## src/rtl/e203_exu_lpwb_arb_if.sv

```systemverilog
// Long-pipe writeback arbiter bundle: LSU/MULDIV completions, OITF oldest entry, regfile writeback.
// The arbiter connects through the slave modport and its environment through the master modport.
interface e203_exu_lpwb_arb_if #(
    parameter int XLEN    = 32,
    parameter int ITAG_W  = 3,
    parameter int RFIDX_W = 5,
    parameter int PC_W    = 32
);
    logic               lsu_wbck_i_valid;
    logic               lsu_wbck_i_ready;
    logic [XLEN-1:0]    lsu_wbck_i_wdat;
    logic [ITAG_W-1:0]  lsu_wbck_i_itag;
    logic               lsu_wbck_i_err;

    logic               muldiv_wbck_i_valid;
    logic               muldiv_wbck_i_ready;
    logic [XLEN-1:0]    muldiv_wbck_i_wdat;
    logic [ITAG_W-1:0]  muldiv_wbck_i_itag;

    logic               oitf_empty;
    logic [ITAG_W-1:0]  oitf_ret_ptr;
    logic               oitf_ret_rdwen;
    logic [RFIDX_W-1:0] oitf_ret_rdidx;
    logic [PC_W-1:0]    oitf_ret_pc;
    logic               oitf_ret_ena;

    logic               lpwb_o_valid;
    logic               lpwb_o_ready;
    logic [XLEN-1:0]    lpwb_o_wdat;
    logic [RFIDX_W-1:0] lpwb_o_rdidx;
    logic               lpwb_o_rdwen;
    logic               lpwb_o_err;
    logic [PC_W-1:0]    lpwb_o_pc;

    modport slave (
        input  lsu_wbck_i_valid, lsu_wbck_i_wdat, lsu_wbck_i_itag, lsu_wbck_i_err,
        output lsu_wbck_i_ready,
        input  muldiv_wbck_i_valid, muldiv_wbck_i_wdat, muldiv_wbck_i_itag,
        output muldiv_wbck_i_ready,
        input  oitf_empty, oitf_ret_ptr, oitf_ret_rdwen, oitf_ret_rdidx, oitf_ret_pc,
        output oitf_ret_ena,
        output lpwb_o_valid, lpwb_o_wdat, lpwb_o_rdidx, lpwb_o_rdwen, lpwb_o_err, lpwb_o_pc,
        input  lpwb_o_ready
    );

    modport master (
        output lsu_wbck_i_valid, lsu_wbck_i_wdat, lsu_wbck_i_itag, lsu_wbck_i_err,
        input  lsu_wbck_i_ready,
        output muldiv_wbck_i_valid, muldiv_wbck_i_wdat, muldiv_wbck_i_itag,
        input  muldiv_wbck_i_ready,
        output oitf_empty, oitf_ret_ptr, oitf_ret_rdwen, oitf_ret_rdidx, oitf_ret_pc,
        input  oitf_ret_ena,
        input  lpwb_o_valid, lpwb_o_wdat, lpwb_o_rdidx, lpwb_o_rdwen, lpwb_o_err, lpwb_o_pc,
        output lpwb_o_ready
    );
endinterface

```

## src/rtl/e203_exu_lpwb_arb.sv

```systemverilog
// Retires long-pipe completions in OITF order through a one-entry writeback buffer.
// Define E203_LPWB_MULDIV_EN to arbitrate MULDIV alongside LSU; otherwise LSU only.
module e203_exu_lpwb_arb #(
    parameter int XLEN    = 32,
    parameter int ITAG_W  = 3,
    parameter int RFIDX_W = 5,
    parameter int PC_W    = 32
) (
    input logic                 clk,
    input logic                 rst_n,
    e203_exu_lpwb_arb_if.slave  bus_io
);

    typedef struct packed {
        logic [XLEN-1:0]    wdat;
        logic [RFIDX_W-1:0] rdidx;
        logic               rdwen;
        logic               err;
        logic [PC_W-1:0]    pc;
    } wb_t;

    logic buf_vld_q, buf_vld_d;
    wb_t  buf_q, buf_d, win_pay;
    logic lsu_elig, md_elig, room, accept, load, pop;

    // Eligibility is a plain tag equality, so itag wrap-around needs no special case.
    // NOTE: every always_comb output gets a default first so no latch is inferred.
    always_comb begin
        lsu_elig = !rst_n && !bus_io.oitf_empty && bus_io.lsu_wbck_i_valid
                   && (bus_io.lsu_wbck_i_itag == bus_io.oitf_ret_ptr);
`ifdef E203_LPWB_MULDIV_EN
        md_elig  = !rst_n && !bus_io.oitf_empty && bus_io.muldiv_wbck_i_valid
                   && (bus_io.muldiv_wbck_i_itag == bus_io.oitf_ret_ptr);
`else
        md_elig  = 1'b0;
`endif
        room   = !buf_vld_q || bus_io.lpwb_o_ready;
        accept = (lsu_elig || md_elig) && room;
    end

`ifndef E203_LPWB_MULDIV_EN
    logic md_unused;
    assign md_unused = &{1'b0, bus_io.muldiv_wbck_i_valid, bus_io.muldiv_wbck_i_itag};
`endif

    // LSU wins ties; rd info always comes from the oldest OITF entry.
    always_comb begin
        win_pay       = '0;
        win_pay.rdidx = bus_io.oitf_ret_rdidx;
        win_pay.rdwen = bus_io.oitf_ret_rdwen;
        win_pay.pc    = bus_io.oitf_ret_pc;
        if (lsu_elig) begin
            win_pay.wdat = bus_io.lsu_wbck_i_wdat;
            win_pay.err  = bus_io.lsu_wbck_i_err;
        end else begin
            win_pay.wdat = bus_io.muldiv_wbck_i_wdat;
        end

        load      = accept && (bus_io.oitf_ret_rdwen || win_pay.err);
        pop       = buf_vld_q && bus_io.lpwb_o_ready;
        buf_vld_d = load || (buf_vld_q && !pop);
        buf_d     = load ? win_pay : buf_q;
    end

    // NOTE: non-blocking assignments here; all next-state math lives in always_comb.
    // NOTE: payload is cleared with buf_vld so lpwb_o_* never shows stale data after reset.
    always_ff @(posedge clk) begin
        if (rst_n) begin
            buf_vld_q <= 1'b0;
            buf_q     <= '0;
        end else begin
            buf_vld_q <= buf_vld_d;
            buf_q     <= buf_d;
        end
    end

    assign bus_io.lsu_wbck_i_ready    = lsu_elig && room;
    assign bus_io.muldiv_wbck_i_ready = md_elig && !lsu_elig && room;
    assign bus_io.oitf_ret_ena        = accept;

    assign bus_io.lpwb_o_valid = buf_vld_q && !rst_n;
    assign bus_io.lpwb_o_wdat  = buf_q.wdat;
    assign bus_io.lpwb_o_rdidx = buf_q.rdidx;
    assign bus_io.lpwb_o_rdwen = buf_q.rdwen;
    assign bus_io.lpwb_o_err   = buf_q.err;
    assign bus_io.lpwb_o_pc    = buf_q.pc;

endmodule

```

## src/flat_wrapper.sv

```systemverilog
// flat-port wrapper written by rule: the top's interface ports become plain ports
module e203_exu_lpwb_arb_flat 
#(
    parameter int XLEN    = 32,
    parameter int ITAG_W  = 3,
    parameter int RFIDX_W = 5,
    parameter int PC_W    = 32
)
  (clk, rst_n, bus_io_lsu_wbck_i_valid, bus_io_lsu_wbck_i_wdat, bus_io_lsu_wbck_i_itag, bus_io_lsu_wbck_i_err, bus_io_lsu_wbck_i_ready, bus_io_muldiv_wbck_i_valid, bus_io_muldiv_wbck_i_wdat, bus_io_muldiv_wbck_i_itag, bus_io_muldiv_wbck_i_ready, bus_io_oitf_empty, bus_io_oitf_ret_ptr, bus_io_oitf_ret_rdwen, bus_io_oitf_ret_rdidx, bus_io_oitf_ret_pc, bus_io_oitf_ret_ena, bus_io_lpwb_o_valid, bus_io_lpwb_o_wdat, bus_io_lpwb_o_rdidx, bus_io_lpwb_o_rdwen, bus_io_lpwb_o_err, bus_io_lpwb_o_pc, bus_io_lpwb_o_ready);
  e203_exu_lpwb_arb_if #(.XLEN(XLEN), .ITAG_W(ITAG_W), .RFIDX_W(RFIDX_W), .PC_W(PC_W)) bus_io_i ();
  input logic clk;
  input logic rst_n;
  input wire logic [$bits(bus_io_i.lsu_wbck_i_valid)-1:0] bus_io_lsu_wbck_i_valid;
  input wire logic [$bits(bus_io_i.lsu_wbck_i_wdat)-1:0] bus_io_lsu_wbck_i_wdat;
  input wire logic [$bits(bus_io_i.lsu_wbck_i_itag)-1:0] bus_io_lsu_wbck_i_itag;
  input wire logic [$bits(bus_io_i.lsu_wbck_i_err)-1:0] bus_io_lsu_wbck_i_err;
  output wire logic [$bits(bus_io_i.lsu_wbck_i_ready)-1:0] bus_io_lsu_wbck_i_ready;
  input wire logic [$bits(bus_io_i.muldiv_wbck_i_valid)-1:0] bus_io_muldiv_wbck_i_valid;
  input wire logic [$bits(bus_io_i.muldiv_wbck_i_wdat)-1:0] bus_io_muldiv_wbck_i_wdat;
  input wire logic [$bits(bus_io_i.muldiv_wbck_i_itag)-1:0] bus_io_muldiv_wbck_i_itag;
  output wire logic [$bits(bus_io_i.muldiv_wbck_i_ready)-1:0] bus_io_muldiv_wbck_i_ready;
  input wire logic [$bits(bus_io_i.oitf_empty)-1:0] bus_io_oitf_empty;
  input wire logic [$bits(bus_io_i.oitf_ret_ptr)-1:0] bus_io_oitf_ret_ptr;
  input wire logic [$bits(bus_io_i.oitf_ret_rdwen)-1:0] bus_io_oitf_ret_rdwen;
  input wire logic [$bits(bus_io_i.oitf_ret_rdidx)-1:0] bus_io_oitf_ret_rdidx;
  input wire logic [$bits(bus_io_i.oitf_ret_pc)-1:0] bus_io_oitf_ret_pc;
  output wire logic [$bits(bus_io_i.oitf_ret_ena)-1:0] bus_io_oitf_ret_ena;
  output wire logic [$bits(bus_io_i.lpwb_o_valid)-1:0] bus_io_lpwb_o_valid;
  output wire logic [$bits(bus_io_i.lpwb_o_wdat)-1:0] bus_io_lpwb_o_wdat;
  output wire logic [$bits(bus_io_i.lpwb_o_rdidx)-1:0] bus_io_lpwb_o_rdidx;
  output wire logic [$bits(bus_io_i.lpwb_o_rdwen)-1:0] bus_io_lpwb_o_rdwen;
  output wire logic [$bits(bus_io_i.lpwb_o_err)-1:0] bus_io_lpwb_o_err;
  output wire logic [$bits(bus_io_i.lpwb_o_pc)-1:0] bus_io_lpwb_o_pc;
  input wire logic [$bits(bus_io_i.lpwb_o_ready)-1:0] bus_io_lpwb_o_ready;
  assign bus_io_i.lsu_wbck_i_valid = bus_io_lsu_wbck_i_valid;
  assign bus_io_i.lsu_wbck_i_wdat = bus_io_lsu_wbck_i_wdat;
  assign bus_io_i.lsu_wbck_i_itag = bus_io_lsu_wbck_i_itag;
  assign bus_io_i.lsu_wbck_i_err = bus_io_lsu_wbck_i_err;
  assign bus_io_lsu_wbck_i_ready = bus_io_i.lsu_wbck_i_ready;
  assign bus_io_i.muldiv_wbck_i_valid = bus_io_muldiv_wbck_i_valid;
  assign bus_io_i.muldiv_wbck_i_wdat = bus_io_muldiv_wbck_i_wdat;
  assign bus_io_i.muldiv_wbck_i_itag = bus_io_muldiv_wbck_i_itag;
  assign bus_io_muldiv_wbck_i_ready = bus_io_i.muldiv_wbck_i_ready;
  assign bus_io_i.oitf_empty = bus_io_oitf_empty;
  assign bus_io_i.oitf_ret_ptr = bus_io_oitf_ret_ptr;
  assign bus_io_i.oitf_ret_rdwen = bus_io_oitf_ret_rdwen;
  assign bus_io_i.oitf_ret_rdidx = bus_io_oitf_ret_rdidx;
  assign bus_io_i.oitf_ret_pc = bus_io_oitf_ret_pc;
  assign bus_io_oitf_ret_ena = bus_io_i.oitf_ret_ena;
  assign bus_io_lpwb_o_valid = bus_io_i.lpwb_o_valid;
  assign bus_io_lpwb_o_wdat = bus_io_i.lpwb_o_wdat;
  assign bus_io_lpwb_o_rdidx = bus_io_i.lpwb_o_rdidx;
  assign bus_io_lpwb_o_rdwen = bus_io_i.lpwb_o_rdwen;
  assign bus_io_lpwb_o_err = bus_io_i.lpwb_o_err;
  assign bus_io_lpwb_o_pc = bus_io_i.lpwb_o_pc;
  assign bus_io_i.lpwb_o_ready = bus_io_lpwb_o_ready;
  e203_exu_lpwb_arb #(.XLEN(XLEN), .ITAG_W(ITAG_W), .RFIDX_W(RFIDX_W), .PC_W(PC_W)) u_core (.clk(clk), .rst_n(rst_n), .bus_io(bus_io_i));
endmodule
```

## config.mk

```make
export PLATFORM = sky130hd
export DESIGN_NAME = e203_exu_lpwb_arb_flat
export DESIGN_NICKNAME = d
export VERILOG_FILES = /design/src/rtl/e203_exu_lpwb_arb_if.sv /design/src/rtl/e203_exu_lpwb_arb.sv /design/src/flat_wrapper.sv
export SDC_FILE = /design/constraint.sdc
export NUM_CORES = 1
export LEC_CHECK = 0
export ABC_AREA = 1
export CAP_MARGIN = 20
export CORE_ASPECT_RATIO = 1.4
export CORE_UTILIZATION = 35
export CTS_CLUSTER_SIZE = 24
export DETAILED_ROUTE_END_ITERATION = 10
export PLACE_DENSITY_LB_ADDON = 0.08
export SLEW_MARGIN = 30
export SYNTH_ARGS = -nofsm -noshare
export SYNTH_HDL_FRONTEND = slang
export SYNTH_SLANG_ARGS = --single-unit
```

## constraint.sdc

```tcl
create_clock -name clk -period 1.2 [get_ports clk]
set_clock_uncertainty 0.05 [all_clocks]
set_input_delay 0.12 -clock clk [delete_from_list [all_inputs] [get_ports clk]]
set_output_delay 0.12 -clock clk [all_outputs]
set_load 0.01 [all_outputs]
```

==> results.toml <==
[status]
status = "finished, violations left"
violations = "setup timing"

[clock_tree]
cts_tree = "built"
clockRootBuffer = "clkbuf_16"
clkSinkCount = 72
clkTransAtPathRegs_ns = 0.05
cts_made_buffers = 9
clk_path_buf_depth = 2
clkLatencyLatePin_ns = 0.32
cts.htree.levels = 3

[synth]
syn_inst = 584
synth-seq-cells = 72
yosys-top-cells-area = "dfxtp_1 42%, nand2_1 24%, nor2_1 15%, inv_1 8.4%, nand3_1 4.6%"
avgSynthCellArea_um2 = 5.943
synth_top_family_by_area = "simple AND/OR/NAND/NOR gates"
synth_cell_type_count = 17
yosysTopAreaCellShare = 0.4153
syn_area_mm2 = 0.003471
synthSimpleGateAreaFrac = 0.4474
synthMuxAreaShare = 0
synth_compound_area_frac = 0.004326
synth-xor-area-share = 0
synthAdderAreaFrac = 0
ys_warn_count = 0
synth_top_cell_by_area = "dfxtp_1"
synth.net_count = 702
ys_seq_area_frac = 0.4153

[critical_path]
critPathLaunchType = "register"
cp.arrival_ns = 1.58
crit_type = "register to register"
worstPathRequired_ns = 1.41
crit_path_max_fanout = 6
worstSetupEndpointType = "register"

[routing]
via_per_inst = 4.496
drt_iter0_markers = 183
vias = 4235
drc = 0
dr.pass1.iters = 4
ant_nets = 0
routedWlPerCell_um = 13.53
drt_wl_total_mm = 12.74

[layout]
syn2layout_area_growth_pct = 103.1
nets = 924
num_antenna_cells = 0
final_layout_size_suffix_gt1_frac = 0.2568
instances_no_fill = 942
nFillCells = 802

[placed_design]
place_congestion = 0.7715
place_hpwl_mm = 7.359
dp_cells = 887
port-buffer-count = 187
dp_slack_ns = -0.7335

[floorplan]
fp.coreArea_mm2 = 0.009564
fp.dieArea_mm2 = 0.01032
rows = 42
fp.dieW_um = 86.16
initial_core_util = 0.3629
die_h_um = 119.8
ios = 193

[timing]
fin_crit_ns = 1.368
maxSlewViolCount = 0
clock.fmax_mhz = 731.1
hold_slack_ns = 0.07145
rsz0062_at_grt = "true"
fin_crit_sh = 1.140
fin_ws_ns = -0.1678
finalSetupViolCount = 74
setup_tns_ns = -7.361
hold_violations = 0

[flow_run]
cap_violations = 0

[global_route]
gr-usage-all-layers = 0.2448
grt_pass1_vias = 4178
antenna_found_initial = 0
grt-ovfl-total = 0
grt_max_degree = 33
grt_pass1_wl_mm = 19.71

[power_and_ir_drop]
cellPowerDensity_mw_per_mm2 = 831.5
leakage_nw = 3.642
ir_drop_mv = 0.6448

[hold_path]
hold_path.class = "input pin to register"
## where the power goes
group          internal (mW)  switching, mW
Sequential              2.43         0.0195
Combinational          0.573          0.420
Clock                   1.50          0.914
Total                   4.51           1.35
## flip-flops by register name, indices dropped and copies added, names as in the netlist
register                    count
u_core.bus_io.lpwb_o_wdat      32
u_core.bus_io.lpwb_o_err        1
u_core.bus_io.lpwb_o_rdwen      1
u_core.bus_io.lpwb_o_pc        32
u_core.buf_vld_q                1
u_core.bus_io.lpwb_o_rdidx      5
## cell families after synthesis
| kind of cell | Yosys count |
|---|---|
| AOI/OAI and AO/OA | 3 |
| DFF | 72 |
| buffers and inverters | 112 |
| and+or+nand+nor | 396 |
| other | 1 |
## area by class of cell
type | instances | area [um2] | area share
tap | 132 | 165.2 | 0.02343
sequential | 72 | 1445 | 0.2050
timing repair buffer | 244 | 2749 | 0.3900
multi-input combinational | 400 | 2126 | 0.3016
inverter | 79 | 296.5 | 0.04207
clock buffer | 15 | 267.8 | 0.03798
## synthesized netlist by cell type, drive strengths merged
library cell  count
clkbuf           19
nor2            142
nand3            32
conb              1
a21oi             3
nand2           218
dfxtp            72
nand4             3
inv              79
or2               1
buf              14
## per-layer routing
metal	part of all wire	vias to the layer above	global-route usage	wire length [um]
met1	0.38	1907	0.2672	4837
li1	-	2143	-	-
met4	0.035	0	0.1385	445
met2	0.53	154	0.4370	6747
met5	0	-	0	0
met3	0.056	31	0.04402	712
## repair_timing
item	CTS	global route
pin swaps	30	32
gates cloned	18	2
endpoints found under the setup margin	146	75
setup buffers	15	14
gates resized for setup	200	117
hold buffers	0	0
hold endpoints to repair	0	0
## stage by stage
stage               utilization  area, um2  total power, mW
global route             0.7370       7049            6.074
finish                   0.7370       7049            5.862
floorplan                     -       3532            2.777
global placement         0.5836       5582            3.309
detailed placement       0.5836       5582            3.320
CTS                      0.7063       6755            5.850
## worst paths after layout
kind	end	start	cells after the start	slack (ns)
worst min-delay path	u_core.bus_io.lpwb_o_err$_SDFFE_PP0P_	rst_n	3	0.07
worst min register to register	u_core.bus_io.lpwb_o_rdwen$_SDFFE_PP0P_	u_core.bus_io.lpwb_o_rdwen$_SDFFE_PP0P_	2	0.41
worst max register to register	u_core.bus_io.lpwb_o_pc[20]$_SDFFE_PP0P_	u_core.buf_vld_q$_SDFF_PP0_	9	-0.17
worst max-delay path	u_core.bus_io.lpwb_o_pc[20]$_SDFFE_PP0P_	u_core.buf_vld_q$_SDFF_PP0_	9	-0.17
## worst max-delay path: stages (launching register included)
cell	delay, ns
dfxtp_4	0.35
nand2_4	0.07
nand4_4	0.08
buf_12	0.15
buf_12	0.14
buf_12	0.13
buf_16	0.13
nand2_2	0.05
nand2_1	0.04
nor2_1	0.10
## cells in the final DEF (no fill, tap or decap), types with 7 or more instances in the layout
master           instances
dfxtp_1                 71
clkbuf_16               11
nor2_1                  80
dlygate4sd2_1           75
clkdlybuf4s50_1        101
nand3_1                 32
inv_1                   77
nor2_4                  34
nand2_4                 12
buf_12                  20
nor2_2                  28
buf_4                   14
buf_6                    7
nand2_1                157
nand2_2                 49
buf_16                  12
Power figures use the tool's default switching activity.
